`src/rtl/mem_sram_ctrl.sv`:
```
// MEM-stage to 16-bit SRAM bridge: each 32-bit load/store becomes two half-word
// SRAM cycles of WAIT clocks each, with ready low while the access is in flight.
module mem_sram_ctrl #(
  parameter int unsigned BASE_ADDR = 32'd1024,
  parameter int unsigned SRAM_AW   = 18,
  parameter int unsigned WAIT      = 2
) (
  input  logic               clk,
  input  logic               rst_n,
  input  logic               mem_read,
  input  logic               mem_write,
  input  logic [31:0]        address,
  input  logic [31:0]        wdata,
  output logic [31:0]        rdata,
  output logic               ready,
  output logic [SRAM_AW-1:0] sram_addr,
  output logic [15:0]        sram_dq_o,
  input  logic [15:0]        sram_dq_i,
  output logic               sram_dq_oe,
  output logic               sram_we_n,
  output logic               sram_oe_n
);

  localparam int unsigned     CntW    = $clog2(WAIT) + 1;
  localparam logic [CntW-1:0] CntLoad = CntW'(WAIT - 1);
  localparam logic [CntW-1:0] CntOne  = CntW'(1);

  typedef enum logic [1:0] {StIdle, StLo, StHi, StDone} state_e;

  state_e             state_q, state_d;
  logic [CntW-1:0]    cnt_q, cnt_d;
  logic               op_wr_q, op_wr_d;
  logic [SRAM_AW-2:0] word_q, word_d;
  logic [31:0]        wdata_q, wdata_d;
  logic [31:0]        rdata_q, rdata_d;
  logic [31:0]        addr_off;
  logic               unused_addr_bits;
  logic               req;

  assign req      = mem_read | mem_write;
  assign addr_off = address - BASE_ADDR;
  // Byte offset and bits above the SRAM range are dropped; high addresses alias.
  assign unused_addr_bits = ^{addr_off[31:SRAM_AW+1], addr_off[1:0]};

  always_comb begin
    state_d = state_q;
    cnt_d   = cnt_q;
    op_wr_d = op_wr_q;
    word_d  = word_q;
    wdata_d = wdata_q;
    rdata_d = rdata_q;
    unique case (state_q)
      StIdle: begin
        if (req) begin
          op_wr_d = mem_write;
          word_d  = addr_off[SRAM_AW:2];
          wdata_d = wdata;
          cnt_d   = CntLoad;
          state_d = StLo;
        end
      end
      StLo: begin
        if (cnt_q == '0) begin
          if (!op_wr_q) rdata_d[15:0] = sram_dq_i;
          cnt_d   = CntLoad;
          state_d = StHi;
        end else begin
          cnt_d = cnt_q - CntOne;
        end
      end
      StHi: begin
        if (cnt_q == '0) begin
          if (!op_wr_q) rdata_d[31:16] = sram_dq_i;
          state_d = StDone;
        end else begin
          cnt_d = cnt_q - CntOne;
        end
      end
      StDone:  state_d = StIdle;
      default: state_d = StIdle;
    endcase
  end

  // SRAM strobes decode only registered state, never the request inputs.
  always_comb begin
    ready      = (state_q == StDone) | ((state_q == StIdle) & ~req);
    sram_addr  = '0;
    sram_dq_o  = '0;
    sram_dq_oe = 1'b0;
    sram_we_n  = 1'b1;
    sram_oe_n  = 1'b1;
    if ((state_q == StLo) || (state_q == StHi)) begin
      sram_addr = {word_q, state_q == StHi};
      if (op_wr_q) begin
        sram_we_n  = 1'b0;
        sram_dq_oe = 1'b1;
        sram_dq_o  = (state_q == StHi) ? wdata_q[31:16] : wdata_q[15:0];
      end else begin
        sram_oe_n = 1'b0;
      end
    end
  end

  assign rdata = rdata_q;

  always_ff @(posedge clk or negedge rst_n) begin
    if (!rst_n) begin
      state_q <= StIdle;
      cnt_q   <= '0;
      op_wr_q <= 1'b0;
      word_q  <= '0;
      wdata_q <= '0;
      rdata_q <= '0;
    end else begin
      state_q <= state_d;
      cnt_q   <= cnt_d;
      op_wr_q <= op_wr_d;
      word_q  <= word_d;
      wdata_q <= wdata_d;
      rdata_q <= rdata_d;
    end
  end

endmodule

```
`config.mk`:
```
export PLATFORM = sky130hd
export DESIGN_NAME = mem_sram_ctrl
export DESIGN_NICKNAME = d
export VERILOG_FILES = /design/src/rtl/mem_sram_ctrl.sv
export SDC_FILE = /design/constraint.sdc
export NUM_CORES = 1
export LEC_CHECK = 0
export CAP_MARGIN = 5
export CORE_MARGIN = 3
export CORE_UTILIZATION = 40
export CTS_CLUSTER_DIAMETER = 40
export CTS_CLUSTER_SIZE = 10
export DETAILED_ROUTE_END_ITERATION = 12
export GPL_ROUTABILITY_DRIVEN = 1
export MAX_ROUTING_LAYER = met4
export PLACE_DENSITY_LB_ADDON = 0.08
export SYNTH_ARGS = -nofsm -noshare
export SYNTH_HDL_FRONTEND = slang
export SYNTH_SLANG_ARGS = --single-unit
```
`constraint.sdc`:
```
create_clock -name clk -period 2.98 [get_ports clk]
set_input_delay 0.447 -clock clk [delete_from_list [all_inputs] [get_ports clk]]
set_output_delay 0.447 -clock clk [all_outputs]
set_load 0.01 [all_outputs]
```
### Word-level counts from Yosys, hierarchy flattened

Cells that the tools add are included.

| cells by class | value |
|---|---|
| add/subtract/negate cells | 2 |
| multipliers | 0 |
| div/mod/pow operators | 0 |
| $lt $le $gt $ge | 0 |
| eq/ne operators | 7 |
| shift-type cells | 0 |
| mux-type cells | 16 |
| bitwise operators | 5 |
| reductions and logical operators | 9 |

Operators by type and width:

| operator | number |
|---|---|
| $mux W16 | 3 |
| $sub A19 B11 Y19 const B | 1 |
| $mux W18 | 1 |
| $reduce_and A3 Y1 | 4 |
| $mux W2 | 5 |
| $ne A2 B2 Y1 const B | 4 |
| $pmux W2 S4 | 1 |
| $pmux W2 S3 | 1 |
| $mux W1 | 5 |
| $eq A2 B2 Y1 const B | 2 |
| $logic_not A2 Y1 | 2 |
| $reduce_bool A3 Y1 | 1 |
| $eq A2 B1 Y1 const B | 1 |
| $not A1 Y1 | 2 |
| $or A1 B1 Y1 | 2 |
| $reduce_and A2 Y1 | 1 |
| $sub A2 B1 Y2 const B | 1 |
| $and A1 B1 Y1 | 1 |
| $logic_or A1 B1 Y1 | 1 |

| word-level totals | value |
|---|---|
| bits in registers | 86 |
| bits in latches | 0 |
| memory bits (writable) | 0 |
| memory bits (read-only) | 0 |
| bits of input ports | 84 |
| output and inout bits | 70 |
| logic and storage cells | 46 |
| memories kept | 0 |

### Longest topological paths before layout

Gate-level depths: netlist of the first run.

| logic depth | value |
|---|---|
| word-level depth | 4 |
| gate-level depth with buffers | 7 |
| gate-level depth less buffers | 5 |

### Worst setup path after synthesis of the first run

OpenSTA, ideal clock, no wires.

| timing | value |
|---|---|
| path type | reg2out |
| start point | register state_q[0] |
| end point | output sram_dq_o[10] |
| arrival | 1.651 ns |
| required time | 2.533 ns |
| setup slack | 0.882 ns |
| stages on the path, launching flop included | 8 |
| buffers on the path | 3 |
| path through | dfrtp_1 -> inv_1 -> ha_1 -> clkbuf_1 -> buf_2 -> buf_2 -> mux2i_1 -> nor2_1 |

| between the ends | value |
|---|---|
| word-level cells in the longest chain between the ends | 4 |
| elaborated cells on any way between the ends | 6 |
| those cells by class | 2 x eq/ne; 3 x mux; 1 x reduce/logical |

Ends and longest elaborated chain:

| what | line | source |
|---|---|---|
| start: declaration | 30 | `state_e state_q, state_d;` |
| start signal: assignment | 108 | `state_q <= StIdle;` |
| start signal: assignment | 115 | `state_q <= state_d;` |
| $eq A2 B2 Y1 | 92, 97 |  |
| $mux W16 | 97 | `sram_dq_o = (state_q == StHi) ? wdata_q[31:16] : wdata_q[15:0];` |
| $mux W16 | 94 | `if (op_wr_q) begin` |
| $mux W16 (*) | 92 | `if ((state_q == StLo) \|\| (state_q == StHi)) begin` |
| end: declaration | 17 | `output logic [15:0] sram_dq_o,` |

Every way passes the cells marked *; elsewhere a longest branch is shown, timed or not.

### Final worst setup path of the first run

| timing | value |
|---|---|
| start point | register state_q[0] |
| end point | output ready |

| between the ends | value |
|---|---|
| word-level cells in the longest chain between the ends | 3 |
| elaborated cells on any way between the ends | 4 |
| those cells by class | 1 x eq/ne; 2 x bitwise; 1 x reduce/logical |

Ends and longest elaborated chain:

| what | line | source |
|---|---|---|
| $logic_not A2 Y1 | 86 | `ready = (state_q == StDone) \| ((state_q == StIdle) & ~req);` |
| $and A1 B1 Y1 | 86 |  |
| $or A1 B1 Y1 (*) | 86 |  |
| end: declaration | 15 | `output logic ready,` |

Marks and branches as above.

==> metrics.md, run 1 <==
| Metric | Value |
|---|---|
| Register-to-register path setup slack | 1.00 ns |
| Warning count from the yosys run | 0 |
| Vertical die dimension | 104 microns |
| Adder and majority gate portion of the synthesized area | 2.28% |
| Number of cell instances on the worst register-to-register path | 4 |
| Setup repair after global routing missed its margin | no |
| Number of levels the H-tree was split into | 3 |
| Area share of and/or/nand/nor cells after synthesis | 20.8% |
| Ys flop type | sky130_fd_sc_hd__dfrtp_1 |
| Number of cell rows | 35 |
| CP Max Fanout | 6 |
| Fraction of synthesized area in multiplexers | 14.1% |
| Power density cells | 1100 mW/mm^2 |
| Total Die Area | 0.0108 sq mm |
| Number of hold buffers added after cts | 0 |
| Largest net degree at the start of global routing | 87 |
| Register area | 0.00215 sq mm |
| Number of vias per cell after detailed routing | 4.67 |
| Outcome | complete, no violations |
| DRC Markers | 0 |
| Max-Cap Viols | 0 |
| Async SR Flop Fraction | 100% |
| Min Tclk post-route | 2.70 ns |
| Largest buffer count on any clock path | 2 |
| Reg-to-Reg End | rdata[26] |
| Period Utilization, post-route | 90.7% |
| Flop and latch count out of synthesis | 86 |
| Gp weighted congestion | 0.778 |
| Reg-to-reg critical path startpoint | state_q[0] |
| IO Count | 154 |
| Largest clock skew in the final design | 0.00407 ns |
| Total Neg Setup Slack | 0 ns |
| Compound-cell area share of the yosys netlist | 3.74% |
| Number of antenna repair diodes | 0 |
| Global-route wire length before repair | 14700 microns |
| Critical path type | flop to primary output |
| Actual slew at the worst max-slew pin | 1.07 ns |
| Initial standard-cell utilization of the core | 41.4% |
| CP Launch Type | flop |
| Num CTS Buffers | 9 |
| Number of filler instances in the final layout | 815 |
| Post-route ant nets | 0 |
| Post-CTS Setup Bufs | 0 |
| CP required | 2.53 ns |
| Synthesized instance count | 379 |
| Fin worst setup slack | 0.277 ns |
| Relative slew slack | 28.5% |
| Worst-case setup slack after placement | 0.450 ns |
| Aggregate global routing overflow | 0 |
| CTS tree | yes |
| Leakage | 0.00254 uW |
| Xor and xnor fraction of the mapped netlist area | 0.456% |
| Overall routed net length | 8690 microns |
| Clock network fraction of design power | 16.0% |
| Worst-Skew Late Latency | 0.35 ns |
| Logic pwr share | 51.1% |
| Int Power | 4080 uW |
| Share of synthesized area occupied by flip-flops and latches | 56.0% |
| Layout Area Growth over Synthesis | 46.6% |
| Net Sw Power | 2130 uW |
| Share of power burned in registers | 32.9% |
| Core area | 0.00928 sq mm |
| Fmax | 370 MHz |
| Reg clk slew, reported paths | 0.08 ns |
| Final nets | 606 |
| Number of enable-type register cells in the synthesized netlist | 0 |
| # resized after CTS | 0 |
| Worst voltage drop across the vdd grid | 415 uV |
| Switching portion of total power | 34.3% |
| Summed instance area of the synthesized netlist | 0.00384 sq mm |
| DRT iter0 DRCs | 104 |
| Clock sink count | 86 |
| Die X-Extent | 104 microns |
| Main combinational cell family by area after synthesis | simple AND/OR/NAND/NOR gates |
| Buffer type at the clock tree root | sky130_fd_sc_hd__clkbuf_8 |
| Port Buffer Count | 138 |
| Number of distinct library cell variants in the gate-level netlist after synthesis | 32 |
| Setup-failing EPs final | 0 |
| Classification of the worst-slack hold path | input port to async pin |
| Syn Area/Cell | 10.1 sq um |
| CP Capture Type | primary output |
| Post-DP HPWL | 6040 microns |
| Share of final-layout standard cells stronger than drive strength 1 | 11.2% |
| Arrival time reported for the critical path endpoint | 2.26 ns |
| First-pass detailed-route iteration total | 4 |
| Number of pins exceeding their max-slew limit in the final report | 0 |
| Synthesized net count | 470 |
| Global Route Usage Sum | 17.1% |
| Multi-input gate area | 0.00160 sq mm |
| Avg WL per Cell | 13.4 microns |
| Initial antenna violation count | 0 |
| Final number of hold-violating endpoints | 0 |
| Vias in the first global route | 2962 |
| Total number of vias | 3029 |
## through the flow
stage	hold WS (ns)	area [sq um]	utilization (%)	power [uW]	std cells
3_5_place_dp	0.455	5380	58.0	5310	633
5_1_grt	0.360	5630	60.7	6690	649
3_3_place_gp	0.450	5380	58.0	5230	633
4_1_cts	0.317	5630	60.7	6320	649
2_1_floorplan	0.151	3840	-	3720	379
6_report	0.267	5630	60.7	6220	649
## sequential cells by signal (all words and copies together) (netlist names)
name     flops
rdata       32
cnt_q        2
wdata_q     32
state_q      2
word_q      17
op_wr_q      1
## cell families (layout without fill, tap and decap cells)
group | Yosys count | in the layout
simple gates | 187 | 187
flops | 86 | 86
mux | 50 | 50
buf+inv | 25 | 166
compound gates | 22 | 22
fa+ha+maj | 7 | 7
xor+xnor | 2 | 2
## power groups by stage
stage | sequential (uW) | combinational, uW | clock (uW)
2_1_floorplan | 2120 | 1600 | 0
3_3_place_gp | 2040 | 3190 | 0
3_5_place_dp | 2070 | 3240 | 0
4_1_cts | 2050 | 3250 | 1020
5_1_grt | 2120 | 3500 | 1070
6_report | 2050 | 3180 | 996
## Yosys cell counts, types with 2 or more instances
library cell,instances,area share [%]
sky130_fd_sc_hd__ha_1,7,2.3
sky130_fd_sc_hd__and2_1,18,2.9
sky130_fd_sc_hd__o21ai_0,7,0.91
sky130_fd_sc_hd__clkbuf_1,13,1.3
sky130_fd_sc_hd__or3b_1,2,0.46
sky130_fd_sc_hd__buf_2,4,0.52
sky130_fd_sc_hd__nor2_1,22,2.1
sky130_fd_sc_hd__nand2b_1,2,0.33
sky130_fd_sc_hd__nor2b_1,3,0.49
sky130_fd_sc_hd__mux2i_1,17,4.4
sky130_fd_sc_hd__a31oi_1,5,0.81
sky130_fd_sc_hd__dfrtp_1,86,56
sky130_fd_sc_hd__inv_1,7,0.68
sky130_fd_sc_hd__o21a_1,2,0.39
sky130_fd_sc_hd__mux2_2,33,9.7
sky130_fd_sc_hd__nand2_1,131,13
sky130_fd_sc_hd__or3_1,3,0.49
sky130_fd_sc_hd__o31ai_1,3,0.59
## worst max-delay path: stages (launching register included)
cell and delay [ns]:
sky130_fd_sc_hd__dfrtp_1 0.42, sky130_fd_sc_hd__inv_1 0.10, sky130_fd_sc_hd__ha_1 0.29, sky130_fd_sc_hd__or3b_1 0.44, sky130_fd_sc_hd__nand2b_1 0.10, sky130_fd_sc_hd__clkdlybuf4s50_1 0.55
## area by class of cell
type	instances	area share [%]
multi-input combinational	268	28.5
inverter	7	0.467
timing repair buffer	143	25.6
tap	129	2.87
clock inverter	5	1.89
clock buffer	11	2.51
sequential	86	38.2
## cells in the final DEF (no fill, tap or decap), drive strengths merged, types with 5 or more instances in the layout
master	Yosys	final
clkdlybuf4s50	0	137
ha	7	7
clkbuf	13	11
o21ai	8	8
buf	5	6
dfrtp	86	86
and2	18	18
mux2i	17	17
nor2	22	22
nand2	131	131
a31oi	5	5
mux2	33	33
inv	7	7
## worst max path at each step
stage	startpoint	end	slack, ns	cells after the start
detailed placement	mem_write	ready	0.45	4
finish	state_q[0]	ready	0.28	5
CTS	state_q[0]	ready	0.24	5
floorplan	state_q[0]	sram_dq_o[10]	0.88	7
global placement	mem_write	ready	0.46	4
global route	state_q[0]	sram_dq_o[1]	0.09	6
## routing by layer
layer  wire [microns]  GRT usage (%)  vias to the layer above
met5                0              -                        -
met4              106           5.41                        0
met3              455           4.35                       10
met2             4310           27.5                       83
met1             3820           21.4                     1433
li1                 -              -                     1503
(Power assumes the default switching activity.)
==> run 2, diff against run 1 <==
--- a/config.mk
+++ b/config.mk
@@ -5,9 +5,9 @@
 export SDC_FILE = /design/constraint.sdc
 export NUM_CORES = 1
 export LEC_CHECK = 0
-export CAP_MARGIN = 5
+export CAP_MARGIN = 0
 export CORE_MARGIN = 3
-export CORE_UTILIZATION = 40
+export CORE_UTILIZATION = 39
 export CTS_CLUSTER_DIAMETER = 40
 export CTS_CLUSTER_SIZE = 10
 export DETAILED_ROUTE_END_ITERATION = 12
==> constraint.sdc (replaced) <==
create_clock -name clk -period 2.23 [get_ports clk]
set_input_delay 0.446 -clock clk [delete_from_list [all_inputs] [get_ports clk]]
set_output_delay 0.446 -clock clk [all_outputs]
set_load 0.01 [all_outputs]
==> run 2 against run 1 <==
  * Clock skew up 0.010 ns
  * Highest routed layer unchanged
  * Final cell count grew 3.4%
  * Largest power group unchanged
  * Via count up 4.3%
  * Utilization is 0.34 points lower
  * Sequential cell count unchanged
  * Global-route usage increased by 0.49 points
  * Routed wire length grew 7.1%
==> metrics.md, run 2 (synthesis results as in run 1) <==
| Metric | Value |
|---|---|
| Final non-filler cell total | 671 |
| Initial antenna violation count | 0 |
| Avg WL per Cell | 13.9 microns |
| Critical Path Start | state_q[0] |
| Final number of hold-violating endpoints | 0 |
| Most common library cell in the layout ignoring fill and taps | sky130_fd_sc_hd__nand2_1 |
| Register-to-register path setup slack | 0.39 ns |
| Critical path capture point | sram_dq_oe |
| Total number of vias | 3159 |
| Placement-stage cell area | 0.00548 sq mm |
| Power density cells | 1440 mW/mm^2 |
| Initial standard-cell utilization of the core | 40.8% |
| CP Capture Type | primary output |
| DRC Markers | 0 |
| Period Utilization, post-route | 95.6% |
| CP required | 1.78 ns |
| Number of levels the H-tree was split into | 3 |
| Critical path type | flop to primary output |
| Final Cell Area | 0.00568 sq mm |
| Arrival time reported for the critical path endpoint | 1.69 ns |
| Clock network fraction of design power | 13.5% |
| Relative slew slack | 68.3% |
| Logic pwr share | 53.0% |
| Global-route wire length before repair | 15400 microns |
| Min Tclk post-route | 2.13 ns |
| Global Route Usage Sum | 17.6% |
| Number of filler instances in the final layout | 881 |
| Actual slew at the worst max-slew pin | 0.475 ns |
| Switching portion of total power | 36.8% |
| Number of hold buffers added after cts | 0 |
| Classification of the worst-slack hold path | input port to async pin |
| Core area | 0.00942 sq mm |
| Number of pins exceeding their max-slew limit in the final report | 0 |
| Max-Cap Viols | 0 |
| Leakage | 0.00270 uW |
| Final Power | 8150 uW |
| Gp weighted congestion | 0.775 |
| Number of vias per cell after detailed routing | 4.71 |
| Setup-failing EPs final | 0 |
| CP Launch Type | flop |
| Number of cell instances on the worst register-to-register path | 7 |
| Register area | 0.00215 sq mm |
| Share of power burned in registers | 33.6% |
| CP Max Fanout | 12 |
| Overall routed net length | 9310 microns |
| Worst-Skew Late Latency | 0.35 ns |
| Reg-to-reg critical path startpoint | state_q[1] |
| Setup repair after global routing missed its margin | no |
| Post-DP HPWL | 6620 microns |
| Multi-input gate area | 0.00163 sq mm |
| Die X-Extent | 105 microns |
| IO Count | 154 |
| Outcome | complete, no violations |
| Worst voltage drop across the vdd grid | 611 uV |
| Total Die Area | 0.0111 sq mm |
| Reg clk slew, reported paths | 0.09 ns |
| First-pass detailed-route iteration total | 4 |
| Vias in the first global route | 3159 |
| Largest buffer count on any clock path | 2 |
| Layout Area Growth over Synthesis | 47.8% |
| Vertical die dimension | 105 microns |
| Final nets | 628 |
| Clock sink count | 86 |
| Fmax | 469 MHz |
| Most frequent cells in the layout | sky130_fd_sc_hd__nand2_1, sky130_fd_sc_hd__clkdlybuf4s50_1, sky130_fd_sc_hd__dfrtp_1, sky130_fd_sc_hd__mux2_2, sky130_fd_sc_hd__buf_4 |
| Num CTS Buffers | 9 |
| Largest net degree at the start of global routing | 52 |
| Port Buffer Count | 138 |
| Post-route ant nets | 0 |
| Number of antenna repair diodes | 0 |
| Cell Count Post-Placement | 646 |
| Share of final-layout standard cells stronger than drive strength 1 | 18.8% |
| Int Power | 5150 uW |
| CTS tree | yes |
| Net Sw Power | 3000 uW |
| DRT iter0 DRCs | 90 |
| Buffer type at the clock tree root | sky130_fd_sc_hd__clkbuf_8 |
| Reg-to-Reg End | cnt_q[0] |
| Largest clock skew in the final design | 0.0142 ns |
| Number of cell rows | 35 |
| Aggregate global routing overflow | 0 |
## run 2: worst min path at each step
stage / cells after the start / end
finish: 1 / rdata[15]
global route: 1 / rdata[31]
CTS: 1 / rdata[15]
detailed placement: 1 / rdata[15]
global placement: 1 / rdata[31]
floorplan: 0 / cnt_q[0]
## run 2: stage by stage
stage | hold WS, ns | TNS, ns | setup WS [ns] | util (%)
2_1_floorplan | 0.150 | 0 | 0.133 | -
3_3_place_gp | 0.439 | -0.181 | -0.181 | 58.2
3_5_place_dp | 0.436 | -0.239 | -0.222 | 58.2
4_1_cts | 0.0427 | -0.00193 | -0.00105 | 60.6
5_1_grt | 0.0550 | 0 | 0.00918 | 60.3
6_report | 0.0398 | 0 | 0.0989 | 60.3
## run 2: final cells by class
class                      instances  area share [%]
clock buffer                      10            2.25
clock inverter                     6            1.28
inverter                           7           0.463
multi-input combinational        268            28.8
sequential                        86            37.9
tap                              129            2.84
timing repair buffer             165            26.5
## run 2: what timing repair did
| item | CTS | global route |
|---|---|---|
| buffers inserted | 4 | 4 |
| gates resized for setup | 49 | 32 |
| pin swaps | 0 | 0 |
| setup endpoints to repair | 38 | 17 |
| cloned | 1 | 0 |
## run 2: power by group through the flow
| stage | Clock, uW | Combinational (uW) | Sequential, uW |
|---|---|---|---|
| after floorplan | 0 | 2130 | 2830 |
| after global placement | 0 | 4370 | 2740 |
| after detailed placement | 0 | 4440 | 2770 |
| after CTS | 1150 | 4350 | 2730 |
| after global routing | 1200 | 4750 | 2840 |
| final | 1100 | 4320 | 2740 |
## run 2: layer usage
| metal | track usage [%] | up-vias | wire length [microns] |
|---|---|---|---|
| met4 | 4.78 | 0 | 97 |
| li1 | - | 1539 | - |
| met1 | 22.5 | 1521 | 4250 |
| met5 | - | - | 0 |
| met2 | 28.7 | 91 | 4500 |
| met3 | 3.55 | 8 | 461 |
## run 2: critical path, stage by stage, from the launching register on
cell,delay [ns]
sky130_fd_sc_hd__dfrtp_1,0.40
sky130_fd_sc_hd__inv_2,0.11
sky130_fd_sc_hd__ha_4,0.23
sky130_fd_sc_hd__nand2_1,0.11
sky130_fd_sc_hd__buf_6,0.17
sky130_fd_sc_hd__inv_1,0.04
sky130_fd_sc_hd__dlygate4sd2_1,0.27
==> run 3, diff against run 2 <==
--- a/config.mk
+++ b/config.mk
@@ -14,6 +14,7 @@
 export GPL_ROUTABILITY_DRIVEN = 1
 export MAX_ROUTING_LAYER = met4
 export PLACE_DENSITY_LB_ADDON = 0.08
+export REMOVE_ABC_BUFFERS = 1
 export SYNTH_ARGS = -nofsm -noshare
 export SYNTH_HDL_FRONTEND = slang
 export SYNTH_SLANG_ARGS = --single-unit
==> constraint.sdc (replaced) <==
create_clock -name clk -period 1.72 [get_ports clk]
set_input_delay 0.344 -clock clk [delete_from_list [all_inputs] [get_ports clk]]
set_output_delay 0.344 -clock clk [all_outputs]
set_load 0.01 [all_outputs]
==> run 3 against run 2 <==
  * The flow now finishes with violations (setup timing)
  * Largest cell class unchanged
  * First-iteration DRC count grew 26%
  * Utilization grew 5.0 points
  * Register-to-register slack lost 0.40 ns
  * Non-clock buffer count grew 18
  * Final cell count grew 2.7%
  * Highest routed layer unchanged
==> metrics.md, run 3 (synthesis results as in run 1) <==
| Metric | Value |
|---|---|
| Max-Cap Viols | 0 |
| Largest net degree at the start of global routing | 43 |
| Fin worst setup slack | -0.257 ns |
| Hold Crit Depth | 2 |
| Clock sink count | 86 |
| Final number of hold-violating endpoints | 0 |
| CP Launch Type | flop |
| Number of filler instances in the final layout | 807 |
| Post-route ant nets | 0 |
| Number of vias per cell after detailed routing | 4.68 |
| Overall routed net length | 9810 microns |
| Core area | 0.00942 sq mm |
| Period Utilization, post-route | 115% |
| Worst-case setup slack after placement | -0.450 ns |
| CTS tree | yes |
| Avg WL per Cell | 14.2 microns |
| Number of antenna repair diodes | 0 |
| IO Count | 154 |
| Final non-filler cell total | 689 |
| Cell Count Post-Placement | 658 |
| CP Max Fanout | 5 |
| Most frequent cells in the layout | sky130_fd_sc_hd__nand2_1, sky130_fd_sc_hd__clkdlybuf4s50_1, sky130_fd_sc_hd__dfrtp_1, sky130_fd_sc_hd__mux2_2, sky130_fd_sc_hd__buf_6 |
| CP Capture Type | primary output |
| Post-DP HPWL | 6660 microns |
| Number of cell instances on the worst register-to-register path | 6 |
| Classification of the worst-slack hold path | input port to flop |
| Vertical die dimension | 105 microns |
| Initial standard-cell utilization of the core | 40.8% |
| DRC Markers | 0 |
| Number of cell rows | 35 |
| Final nets | 646 |
| Initial antenna violation count | 0 |
| Total Die Area | 0.0111 sq mm |
| Number of pins exceeding their max-slew limit in the final report | 0 |
| Worst-Skew Late Latency | 0.36 ns |
| Largest clock skew in the final design | 0.0121 ns |
| Placement-stage cell area | 0.00564 sq mm |
| Critical path type | flop to primary output |
| Share of final-layout standard cells stronger than drive strength 1 | 30.4% |
| Setup-failing EPs final | 39 |
| Largest buffer count on any clock path | 2 |
| Most common library cell in the layout ignoring fill and taps | sky130_fd_sc_hd__nand2_1 |
| Total number of vias | 3224 |
| Outcome | finished with violations |
| Fmax | 506 MHz |
| Reg clk slew, reported paths | 0.09 ns |
| Setup repair after global routing missed its margin | yes |
| CP required | 1.38 ns |
| DRT iter0 DRCs | 113 |
| Die X-Extent | 105 microns |
| First-pass detailed-route iteration total | 4 |
| Number of levels the H-tree was split into | 3 |
| Worst voltage drop across the vdd grid | 900 uV |
| Global-route wire length before repair | 15800 microns |
| Aggregate global routing overflow | 0 |
| Arrival time reported for the critical path endpoint | 1.63 ns |
| Power density cells | 2010 mW/mm^2 |
| Leakage | 0.00293 uW |
| Layout Area Growth over Synthesis | 60.1% |
| Final core utilization | 65.3% |
| Relative slew slack | 76.6% |
| Gp weighted congestion | 0.771 |
| Port Buffer Count | 138 |
| Min Tclk post-route | 1.98 ns |
| Global Route Usage Sum | 18.1% |
| Num CTS Buffers | 9 |
| Final Cell Area | 0.00615 sq mm |
| Violations in the final reports | setup timing |
| Vias in the first global route | 3227 |
| Actual slew at the worst max-slew pin | 0.350 ns |
| Buffer type at the clock tree root | sky130_fd_sc_hd__clkbuf_8 |
[run 3: cell type report]
cell class / instances / area, sq um / share of cell area, %
Timing Repair Buffer: 183 / 1870 / 30.5
Sequential cell: 86 / 2150 / 35.0
Inverter: 7 / 26.3 / 0.427
Tap cell: 129 / 161 / 2.62
Clock buffer: 9 / 124 / 2.01
Clock inverter: 7 / 83.8 / 1.36
Multi-Input combinational cell: 268 / 1730 / 28.1
[run 3: critical path, stage by stage, from the launching register on]
cell and delay (ns):
sky130_fd_sc_hd__dfrtp_1 0.40, sky130_fd_sc_hd__inv_2 0.10, sky130_fd_sc_hd__ha_4 0.23, sky130_fd_sc_hd__buf_12 0.15, sky130_fd_sc_hd__mux2i_1 0.21, sky130_fd_sc_hd__nor2_2 0.05, sky130_fd_sc_hd__buf_2 0.14
[run 3: power by group]
| group | switching (uW) | internal, uW | leakage, uW |
|---|---|---|---|
| sequential | 515 | 3040 | 0.00103 |
| clock | 787 | 702 | 0.000103 |
| combinational | 3040 | 4310 | 0.00180 |
[run 3: stage by stage]
step                      setup TNS [ns]  hold slack, ns  total power (uW)
after floorplan                   -38.29          0.0484              6350
after global placement            -11.70           0.276              9450
after detailed placement          -12.77           0.280              9580
after CTS                          -7.05           0.441             11300
after global routing              -10.78           0.290             13300
final                              -7.70           0.286             12400
[run 3: final timing paths]
kind,slack [ns],startpoint,end
hold / removal,0.29,address[10],word_q[8]
hold reg to reg,0.48,wdata_q[8],wdata_q[8]
min in group asynchronous,0.44,rst_n,cnt_q[0]
max in group asynchronous,0.67,rst_n,wdata_q[14]
setup reg to reg,-0.01,state_q[1],cnt_q[0]
setup / recovery,-0.26,state_q[0],sram_dq_o[7]
[run 3: routing by layer]
layer,vias to the layer above,global-route usage (%),wire length [microns]
met1,1530,24.1,4510
met3,12,3.31,568
met4,0,5.62,123
met2,99,28.2,4610
met5,-,-,0
li1,1583,-,-
[run 3: what timing repair did]
item / 4_1_cts / 5_1_grt
buffers inserted: 3 / 6
hold endpoints to repair: 22 / 0
pin swaps: 3 / 15
cloned: 3 / 2
hold buffers: 1 / 0
resized for setup: 179 / 48
setup endpoints to repair: 39 / 43
